===== config.mk =====
export PLATFORM = sky130hd
export DESIGN_NAME = cache_ctrl_assoc
export DESIGN_NICKNAME = d
export VERILOG_FILES = /design/src/rtl/cache_ctrl_pkg.sv /design/src/rtl/cache_ctrl_assoc_fill_tracker.sv /design/src/rtl/cache_ctrl_assoc.sv
export SDC_FILE = /design/constraint.sdc
export NUM_CORES = 1
export LEC_CHECK = 0
export CAP_MARGIN = 30
export CELL_PAD_IN_SITES_DETAIL_PLACEMENT = 1
export CELL_PAD_IN_SITES_GLOBAL_PLACEMENT = 2
export CORE_UTILIZATION = 28
export CTS_CLUSTER_SIZE = 10
export DETAILED_ROUTE_END_ITERATION = 12
export GPL_ROUTABILITY_DRIVEN = 0
export PLACE_DENSITY_LB_ADDON = 0.1
export SLEW_MARGIN = 10
export SYNTH_ARGS = -nofsm -noshare
export SYNTH_HDL_FRONTEND = slang
export SYNTH_SLANG_ARGS = --single-unit

===== constraint.sdc =====
create_clock -name clk -period 5.6 [get_ports clk]
set_clock_uncertainty 0.1 [all_clocks]
set_input_delay 1.12 -clock clk [delete_from_list [all_inputs] [get_ports clk]]
set_output_delay 1.12 -clock clk [all_outputs]
set_load 0.02 [all_outputs]

===== src/rtl/cache_ctrl_pkg.sv =====
// Shared definitions for the set-associative cache controller.
//   state_t : controller state encoding (IDLE, WB, FILL, FINAL)
//   clog2   : elaboration-time ceiling log2, used to size the word offset
package cache_ctrl_pkg;

  typedef enum logic [1:0] {
    IDLE  = 2'd0,
    WB    = 2'd1,
    FILL  = 2'd2,
    FINAL = 2'd3
  } state_t;

  function automatic int clog2(input int value);
    int r;
    int v;
    r = 0;
    v = value - 1;
    while (v > 0) begin
      r++;
      v = v >> 1;
    end
    return r;
  endfunction

endpackage


===== src/rtl/cache_ctrl_assoc_fill_tracker.sv =====
// fill_tracker: MEM_LAT-stage shift register that follows refill reads
// through the fixed-latency memory pipeline. Each cycle a (valid, offset)
// pair enters at stage 0; the last stage says which word returns now.
//   clk         : clock
//   rst         : synchronous active-low reset (clears the valid bits)
//   push_valid  : a memory read was accepted this cycle
//   push_offset : word offset of that read
//   out_valid   : read data for out_offset is valid this cycle
//   out_offset  : word offset of the returning data
module fill_tracker #(
  parameter int DEPTH = 2,
  parameter int OFF_W = 2
) (
  input  logic             clk,
  input  logic             rst,
  input  logic             push_valid,
  input  logic [OFF_W-1:0] push_offset,
  output logic             out_valid,
  output logic [OFF_W-1:0] out_offset
);

  logic [DEPTH-1:0] vld;
  logic [OFF_W-1:0] off [DEPTH];

  // NOTE: sequential state uses non-blocking assignments so every stage
  // samples its predecessor's old value and the shift happens in one step.
  always_ff @(posedge clk) begin
    if (!rst) begin
      vld <= '0;
    end else begin
      vld[0] <= push_valid;
      for (int i = 1; i < DEPTH; i++) vld[i] <= vld[i-1];
    end
  end

  // NOTE: the offset stages are storage qualified by vld, so they carry no
  // reset; only the valid bits must be cleared.
  always_ff @(posedge clk) begin
    off[0] <= push_offset;
    for (int i = 1; i < DEPTH; i++) off[i] <= off[i-1];
  end

  assign out_valid  = vld[DEPTH-1];
  assign out_offset = off[DEPTH-1];

endmodule


===== src/rtl/cache_ctrl_assoc.sv =====
// cache_ctrl_assoc: control FSM for a 1- or 2-way cache in front of a
// pipelined fixed-latency memory. Hits complete combinationally in IDLE;
// misses write back a dirty victim word by word (WB), refill the line with
// overlapping reads (FILL), then merge the request (FINAL).
//   clk, rst              : clock, synchronous active-low reset
//   rd, wr                : load / store request, held until done
//   hit, valid, dirty     : per-way status of the indexed line
//   mem_stall             : memory cannot accept an access this cycle
//   cache_en, comp, write, valid_in, cache_offset, fill_sel : way-array control
//   mem_rd, mem_wr, mem_offset, mem_victim_tag              : memory control
//   done, stall, cache_hit, err                             : requester status
module cache_ctrl_assoc
  import cache_ctrl_pkg::*;
#(
  parameter  int WAYS           = 2,
  parameter  int WORDS_PER_LINE = 4,
  parameter  int MEM_LAT        = 2,
  localparam int OFF_W          = clog2(WORDS_PER_LINE)
) (
  input  logic             clk,
  input  logic             rst,
  input  logic             rd,
  input  logic             wr,
  input  logic [WAYS-1:0]  hit,
  input  logic [WAYS-1:0]  valid,
  input  logic [WAYS-1:0]  dirty,
  input  logic             mem_stall,
  output logic [WAYS-1:0]  cache_en,
  output logic             comp,
  output logic             write,
  output logic             valid_in,
  output logic [OFF_W-1:0] cache_offset,
  output logic             fill_sel,
  output logic             mem_rd,
  output logic             mem_wr,
  output logic [OFF_W-1:0] mem_offset,
  output logic             mem_victim_tag,
  output logic             done,
  output logic             stall,
  output logic             cache_hit,
  output logic             err
);

  // Issue counter needs one extra bit to represent "all words issued".
  localparam int               CNT_W      = OFF_W + 1;
  localparam logic [CNT_W-1:0] LINE_WORDS = CNT_W'(WORDS_PER_LINE);
  localparam logic [OFF_W-1:0] LAST_OFF   = OFF_W'(WORDS_PER_LINE - 1);

  function automatic logic [WAYS-1:0] way_onehot(input logic idx);
    return WAYS'(1) << idx;
  endfunction

  state_t           state;
  logic [OFF_W-1:0] wb_cnt;
  logic [CNT_W-1:0] rd_cnt;
  logic             victim;
  logic             victim_by_ptr;
  logic             ptr;

  logic             req;
  logic [WAYS-1:0]  hit_vec;
  logic             hit_any;
  logic             hit_way;
  logic             any_invalid;
  logic             inv_way;
  logic             sel_way;
  logic             victim_dirty;
  logic             rd_issue;
  logic             rd_accept;
  logic             ret_valid;
  logic [OFF_W-1:0] ret_offset;

  assign req = rd ^ wr;

  // Hit way and victim choice are priority encoders favouring the lowest
  // index; the loop runs high-to-low so the lowest match wins.
  always_comb begin
    hit_vec     = hit & valid;
    hit_any     = |hit_vec;
    any_invalid = |(~valid);
    hit_way     = 1'b0;
    inv_way     = 1'b0;
    for (int i = WAYS - 1; i >= 0; i--) begin
      if (hit_vec[i]) hit_way = 1'(i);
      if (!valid[i])  inv_way = 1'(i);
    end
    sel_way      = any_invalid ? inv_way : ptr;
    victim_dirty = |(way_onehot(sel_way) & valid & dirty);
  end

  assign rd_issue  = (state == FILL) && (rd_cnt < LINE_WORDS);
  assign rd_accept = rd_issue && !mem_stall;

  fill_tracker #(
    .DEPTH (MEM_LAT),
    .OFF_W (OFF_W)
  ) u_fill_tracker (
    .clk         (clk),
    .rst         (rst),
    .push_valid  (rd_accept),
    .push_offset (rd_cnt[OFF_W-1:0]),
    .out_valid   (ret_valid),
    .out_offset  (ret_offset)
  );

  always_ff @(posedge clk) begin
    if (!rst) begin
      state         <= IDLE;
      wb_cnt        <= '0;
      rd_cnt        <= '0;
      victim        <= 1'b0;
      victim_by_ptr <= 1'b0;
      ptr           <= 1'b0;
    end else begin
      case (state)
        IDLE: begin
          wb_cnt <= '0;
          rd_cnt <= '0;
          if (req && !hit_any) begin
            victim        <= sel_way;
            victim_by_ptr <= !any_invalid;
            state         <= victim_dirty ? WB : FILL;
          end
        end
        WB: begin
          if (!mem_stall) begin
            wb_cnt <= wb_cnt + 1'b1;
            if (wb_cnt == LAST_OFF) state <= FILL;
          end
        end
        FILL: begin
          if (rd_accept) rd_cnt <= rd_cnt + 1'b1;
          // Reads return in issue order, so the last offset closes the fill.
          if (ret_valid && (ret_offset == LAST_OFF)) state <= FINAL;
        end
        FINAL: begin
          if (victim_by_ptr && (WAYS == 2)) ptr <= ~ptr;
          state <= IDLE;
        end
        default: state <= IDLE;
      endcase
    end
  end

  // Outputs are decoded from state and live inputs: an IDLE hit must
  // complete in the cycle the request appears.
  // NOTE: every output gets a default before the case so no path leaves a
  // signal unassigned, which would otherwise infer a latch.
  always_comb begin
    cache_en       = '0;
    comp           = 1'b0;
    write          = 1'b0;
    valid_in       = 1'b0;
    cache_offset   = '0;
    fill_sel       = 1'b0;
    mem_rd         = 1'b0;
    mem_wr         = 1'b0;
    mem_offset     = '0;
    mem_victim_tag = 1'b0;
    done           = 1'b0;
    stall          = 1'b0;
    cache_hit      = 1'b0;
    err            = 1'b0;
    case (state)
      IDLE: begin
        if (rd && wr) begin
          err  = 1'b1;
          done = 1'b1;
        end else if (req) begin
          comp     = 1'b1;
          write    = wr;
          cache_en = '1;
          if (hit_any) begin
            cache_en  = way_onehot(hit_way);
            done      = 1'b1;
            cache_hit = 1'b1;
          end
        end
      end
      WB: begin
        stall          = 1'b1;
        cache_en       = way_onehot(victim);
        cache_offset   = wb_cnt;
        mem_wr         = 1'b1;
        mem_offset     = wb_cnt;
        mem_victim_tag = 1'b1;
      end
      FILL: begin
        stall = 1'b1;
        if (rd_issue) begin
          mem_rd     = 1'b1;
          mem_offset = rd_cnt[OFF_W-1:0];
        end
        if (ret_valid) begin
          write        = 1'b1;
          valid_in     = 1'b1;
          fill_sel     = 1'b1;
          cache_en     = way_onehot(victim);
          cache_offset = ret_offset;
        end
      end
      FINAL: begin
        stall    = 1'b1;
        comp     = 1'b1;
        write    = wr;
        cache_en = way_onehot(victim);
        done     = 1'b1;
      end
      default: ;
    endcase
  end

endmodule


# [Word level (Yosys, flattened, before mapping)]
# Memories as Yosys holds them, arrays and structs flattened.
# Index checks and enable logic that the tools add are counted.
[word_totals] regBits=12 out_inout_bits=17 input_bits=11 memories=1 mem_bits_rw=4 wordCells=95
[memory_table] name="u_fill_tracker.off" depth=2 word_bits=2 read_ports=2 rd_clocked_by_memory_dff=0 write_ports=2 line_no="cache_ctrl_assoc_fill_tracker.sv:23" rtl="logic [OFF_W-1:0] off [DEPTH];"
[classes] n_bitwise=6 add_sub_neg=2 muxes=44 eq_ne=10 n_reduce_logical=21 n_lt_le_gt_ge=1 n_shift=3
[ops] operator="2-to-1 mux 2 bit" count=12
[ops] operator="2-to-1 mux 1 bit" count=22
[ops] operator="one-hot mux 2 bit (2 select lines)" count=3
[ops] operator="== test 2 bit, second input constant" count=4
[ops] operator="one-hot mux 2 bit (4 select lines)" count=1
[ops] operator="AND reduction 2 bit" count=4
[ops] operator="OR reduction 2 bit" count=4
[ops] operator="bitwise AND 2 bit" count=3
[ops] operator="!= test 2 bit, second input constant" count=3
[ops] operator="one-hot mux 2 bit (3 select lines)" count=1
[ops] operator="one-hot mux 3 bit (2 select lines)" count=1
[ops] operator="<< shifter 1 x 1 -> 2 bit, first input constant" count=3
[ops] operator="logical AND 1 bit" count=5
[ops] operator="!= test 2 x 1 -> 1 bit, second input constant" count=2
[ops] operator="one-hot mux 1 bit (2 select lines)" count=2
[ops] operator="AND reduction 4 bit" count=1
[ops] operator="nonzero test 2 bit" count=2
[ops] operator="adder 3 x 1 -> 3 bit, second input constant" count=1
[ops] operator="logical NOT 1 bit" count=3
[ops] operator="< comparator 3 bit, second input constant" count=1
[ops] operator="2-to-1 mux 3 bit" count=1
[ops] operator="one-hot mux 1 bit (3 select lines)" count=1
[ops] operator="OR reduction 3 bit" count=1
[ops] operator="adder 2 x 1 -> 2 bit, second input constant" count=1
[ops] operator="5 further kinds" count=5

# [Logic depth before layout (Yosys ltp)]
[depth] word_depth=10 mapped_depth=7 depth_no_buf=6

# [Cells and area by module]
# From an unflattened synthesis, not the netlist that was laid out.
[unflattened] hier_cells=113 hier_area_um2=948.4
[by_module_without_submodules] module="cache_ctrl_assoc" cells_per_inst=103 n_inst=1 seq_area_each_um2=200.2 area_each_um2=800.8
[by_module_without_submodules] module="fill_tracker" cells_per_inst=10 n_inst=1 seq_area_each_um2=120.1 area_each_um2=147.6

# [Least setup slack after synthesis]
# OpenSTA, ideal clock, no wires.
[synth_path] path_type="input port to output port" from="input port rd" to="output port cache_hit" n_path_buf=0 cell_stages=4 required_ps=4380 setup_slack_ps=2300 arrival_ps=2080 path_cell_list="inv_1 -> ha_1 -> nand2b_1 -> nor3_1"
[synth_between] elab_chain_len=4 elab_cells_between_ends=5 cone_classes="3 x mux; 1 x bitwise; 1 x reduce/logical"
[synth_rtl] item="from (decl)" line_no="cache_ctrl_assoc.sv:22" rtl="input logic rd,"
[synth_rtl] item="bitwise XOR 1 bit" line_no="cache_ctrl_assoc.sv:73" rtl="assign req = rd ^ wr;"
[synth_rtl] item="2-to-1 mux 1 bit" line_no="cache_ctrl_assoc.sv:169" rtl="end else if (req) begin"
[synth_rtl] item="2-to-1 mux 1 bit *" line_no="cache_ctrl_assoc.sv:166" rtl="if (rd && wr) begin"
[synth_rtl] item="2-to-1 mux 1 bit *" line_no="cache_ctrl_assoc.sv:164" rtl="case (state)"
[synth_rtl] item="to (decl)" line_no="cache_ctrl_assoc.sv:40" rtl="output logic cache_hit,"
# Mark *: on every way between the ends. The rest lies on a longest branch, timed or not.

# [Final worst setup path]
[layout_path] from="input port rd" to="output port cache_en[1]"
[layout_between] elab_chain_len=4 elab_cells_between_ends=5 cone_classes="3 x mux; 1 x bitwise; 1 x reduce/logical"
[layout_rtl] item="bitwise XOR 1 bit" line_no="cache_ctrl_assoc.sv:73"
[layout_rtl] item="2-to-1 mux 2 bit" line_no="cache_ctrl_assoc.sv:169"
[layout_rtl] item="2-to-1 mux 2 bit *" line_no="cache_ctrl_assoc.sv:166"
[layout_rtl] item="one-hot mux 2 bit (3 select lines) *" line_no="cache_ctrl_assoc.sv:164"
[layout_rtl] item="to (decl)" line_no="cache_ctrl_assoc.sv:28" rtl="output logic [WAYS-1:0] cache_en,"
# Marked as above.

==> metrics <==
Worst Hold Class=flop to flop; Internal=0.297 mW; IO Count=28; placed insts=177; initial core utilization=30.0%; final hold vios=0; first-pass GRT wire length=3.95 mm; Synth Register Bits=16; syn_area_per_cell=8.46 sq um; Mapped Nets=131; largest net degree at the start of global routing=14; fillers=398; dpl hpwl=1.98 mm; Worst VDD drop=0.205 mV; Post-Place Setup Slack=1330 ps; critical path required time=4380 ps; outcome=finished clean; row cnt=20; Least-Margin Pin Slew=627 ps; Die H=59.7 microns; switching portion of total power=42.2%; Netlist cell types=28; post-cts resize count=0; Die Span X=59.7 microns; crit path kind=primary input to primary output; Finished Core Util=40.9%; Antenna diodes=0; Post-CTS Setup Inserts=0; Yosys warnings=0; Clock transition at path regs=110 ps; Slew headroom=58.2%; DR WL/cell=13.5 microns; Layout area overhead=36.4%; pwr dens=405 mW/mm^2; proportion of layout cells with a drive suffix above 1=2.92%; CTS buffer count=3; final setup fails=0; count of input and output buffers=27; min cycle time layout=4260 ps; TritonCTS clock tree=yes; P_sw=0.217 mW; Remaining Overflow, GRT=0; Lkg Pwr=0.504 nW; Final TNS setup=0 ps; cell count after synthesis=110; Core Box Area=0.00310 sq mm; post-synth design cell area=931 sq um; DRT Wirelength=2.44 mm; Max-Cap Viols=0; WHS=244 ps; initial antenna violation count=0; # DRC=0; H-tree levels=1; Max Root-Sink Buffers=2; CTS Hold Buffers Added=0; ANT nets after route=0; GRT Total Usage=15.0%; Finished Layout Cells=181; Gate power share=57.2%; Crit. End Element=primary output; Tcrit/Tclk final=76.1%; Sequential Power Share=27.4%; Vias per Instance=4.83; Clk Latency, worst-skew pair=300 ps; overall die area=0.00356 sq mm; routed vias=874; First-pass DRT Iterations=4; Max Freq=235 MHz; CP startpoint kind=primary input; sequential fraction of the synthesis area=34.4%; vias in the first global route=832; Final WS setup=1340 ps; Clk pwr share=15.4%; Slew Limit Fails=0; Worst EP arrival=3040 ps; Root Driver=clkbuf_4; CTS Sinks=16; RSZ-0062 raised after global routing=no; DR iter-0 viols=23; Post-layout nets=159; CP Max Fanout=3
==> path summary, 6_finish.rpt <==
check	slack (ps)	cells past startpoint	start	endpoint
max reg2reg	3520	5	state[1]	state[0]
min reg2reg	240	0	u_fill_tracker.off[0][1]	u_fill_tracker.off[0][3]
min	240	0	u_fill_tracker.off[0][1]	u_fill_tracker.off[0][3]
max	1340	7	rd	cache_en[1]
==> placed cells by master, fill, tap and decap left out <==
cell type / instances
o2111ai_1: 1
nor2_1: 7
nand3_1: 4
nand2_1: 14
o211a_1: 1
nand2b_1: 2
nor2b_1: 5
nor3b_1: 2
a22o_1: 2
clkdlybuf4s50_1: 27
dfxtp_1: 16
and2_1: 3
a22oi_1: 3
and3_1: 1
a21boi_0: 7
nor3_1: 2
o221ai_1: 2
o21ai_0: 2
nand4_1: 1
a221o_1: 1
clkbuf_8: 1
a32oi_1: 1
clkbuf_4: 3
ha_1: 10
inv_1: 10
mux2i_1: 3
xnor2_1: 1
a21oi_1: 4
a222oi_1: 1
==> power groups by stage <==
stage                     combinational, mW  sequential [mW]  clock, mW
after floorplan                       0.187            0.139          0
after global placement                0.292            0.142          0
after detailed placement              0.298            0.144          0
after CTS                             0.299            0.141     0.0821
after global routing                  0.320            0.143     0.0872
final                                 0.294            0.141     0.0792
==> cells in the mapped netlist <==
cell,count,area (sq um)
a21boi_0,7,52.6
a21oi_1,4,20.0
a221o_1,1,10.0
a222oi_1,1,10.0
a22o_1,2,17.5
a22oi_1,3,22.5
a32oi_1,1,8.76
and2_1,3,18.8
and3_1,1,6.26
buf_4,2,15.0
clkbuf_1,2,7.51
dfxtp_1,16,320
ha_1,10,125
inv_1,10,37.5
mux2i_1,3,30.0
nand2_1,14,52.6
nand2b_1,2,12.5
nand3_1,4,20.0
nand4_1,1,6.26
nor2_1,7,26.3
nor2b_1,5,31.3
nor3_1,2,10.0
nor3b_1,2,15.0
o2111ai_1,1,8.76
o211a_1,1,10.0
o21ai_0,2,10.0
o221ai_1,2,17.5
xnor2_1,1,8.76
==> logic make-up after synthesis <==
kind of cell | after synthesis | synth area share [%]
AOI/OAI and AO/OA | 25 | 20.2
buffers and inverters | 14 | 6.45
xor gates and xnor gates | 1 | 0.941
and+or+nand+nor | 41 | 21.4
adders and majority gates | 10 | 13.4
muxes | 3 | 3.23
DFF | 16 | 34.4
==> registers in the layout (all words and copies together), names as in the netlist <==
name and cells:
u_fill_tracker.off 4, rd_cnt 3, u_fill_tracker.vld 2, ptr 1, state 2, wb_cnt 2
victim 1, victim_by_ptr 1
==> stage by stage <==
stage / total power, mW / cell area [sq um]
after floorplan: 0.326 / 931
after global placement: 0.435 / 1230
after detailed placement: 0.441 / 1230
after CTS: 0.522 / 1270
after global routing: 0.551 / 1270
final: 0.514 / 1270
==> layout make-up <==
type | count | area [sq um] | share of cell area (%)
Clock buffer | 4 | 36.3 | 2.86
Tap cell | 44 | 55.1 | 4.33
Inverter | 10 | 37.5 | 2.96
Multi-Input combinational cell | 80 | 551 | 43.3
Timing Repair Buffer | 27 | 270 | 21.3
Sequential cell | 16 | 320 | 25.2
==> worst max-delay path, cell delays in order <==
cell and delay, ps:
clkdlybuf4s50_1 480, inv_1 50, ha_1 320, nand2b_1 180, nor2_1 140, a22o_1 150
clkdlybuf4s50_1 590
==> layer usage <==
layer | vias to the layer above | track usage [%] | wire length, microns | share of wire (%)
met5 | - | 0 | 0 | 0
met4 | 0 | 4.98 | 29 | 1.2
met3 | 5 | 2.60 | 81 | 3.3
met2 | 16 | 22.9 | 1060 | 44
met1 | 415 | 21.4 | 1260 | 52
li1 | 438 | - | - | -
Note: power is estimated with default switching activity, not from simulation.
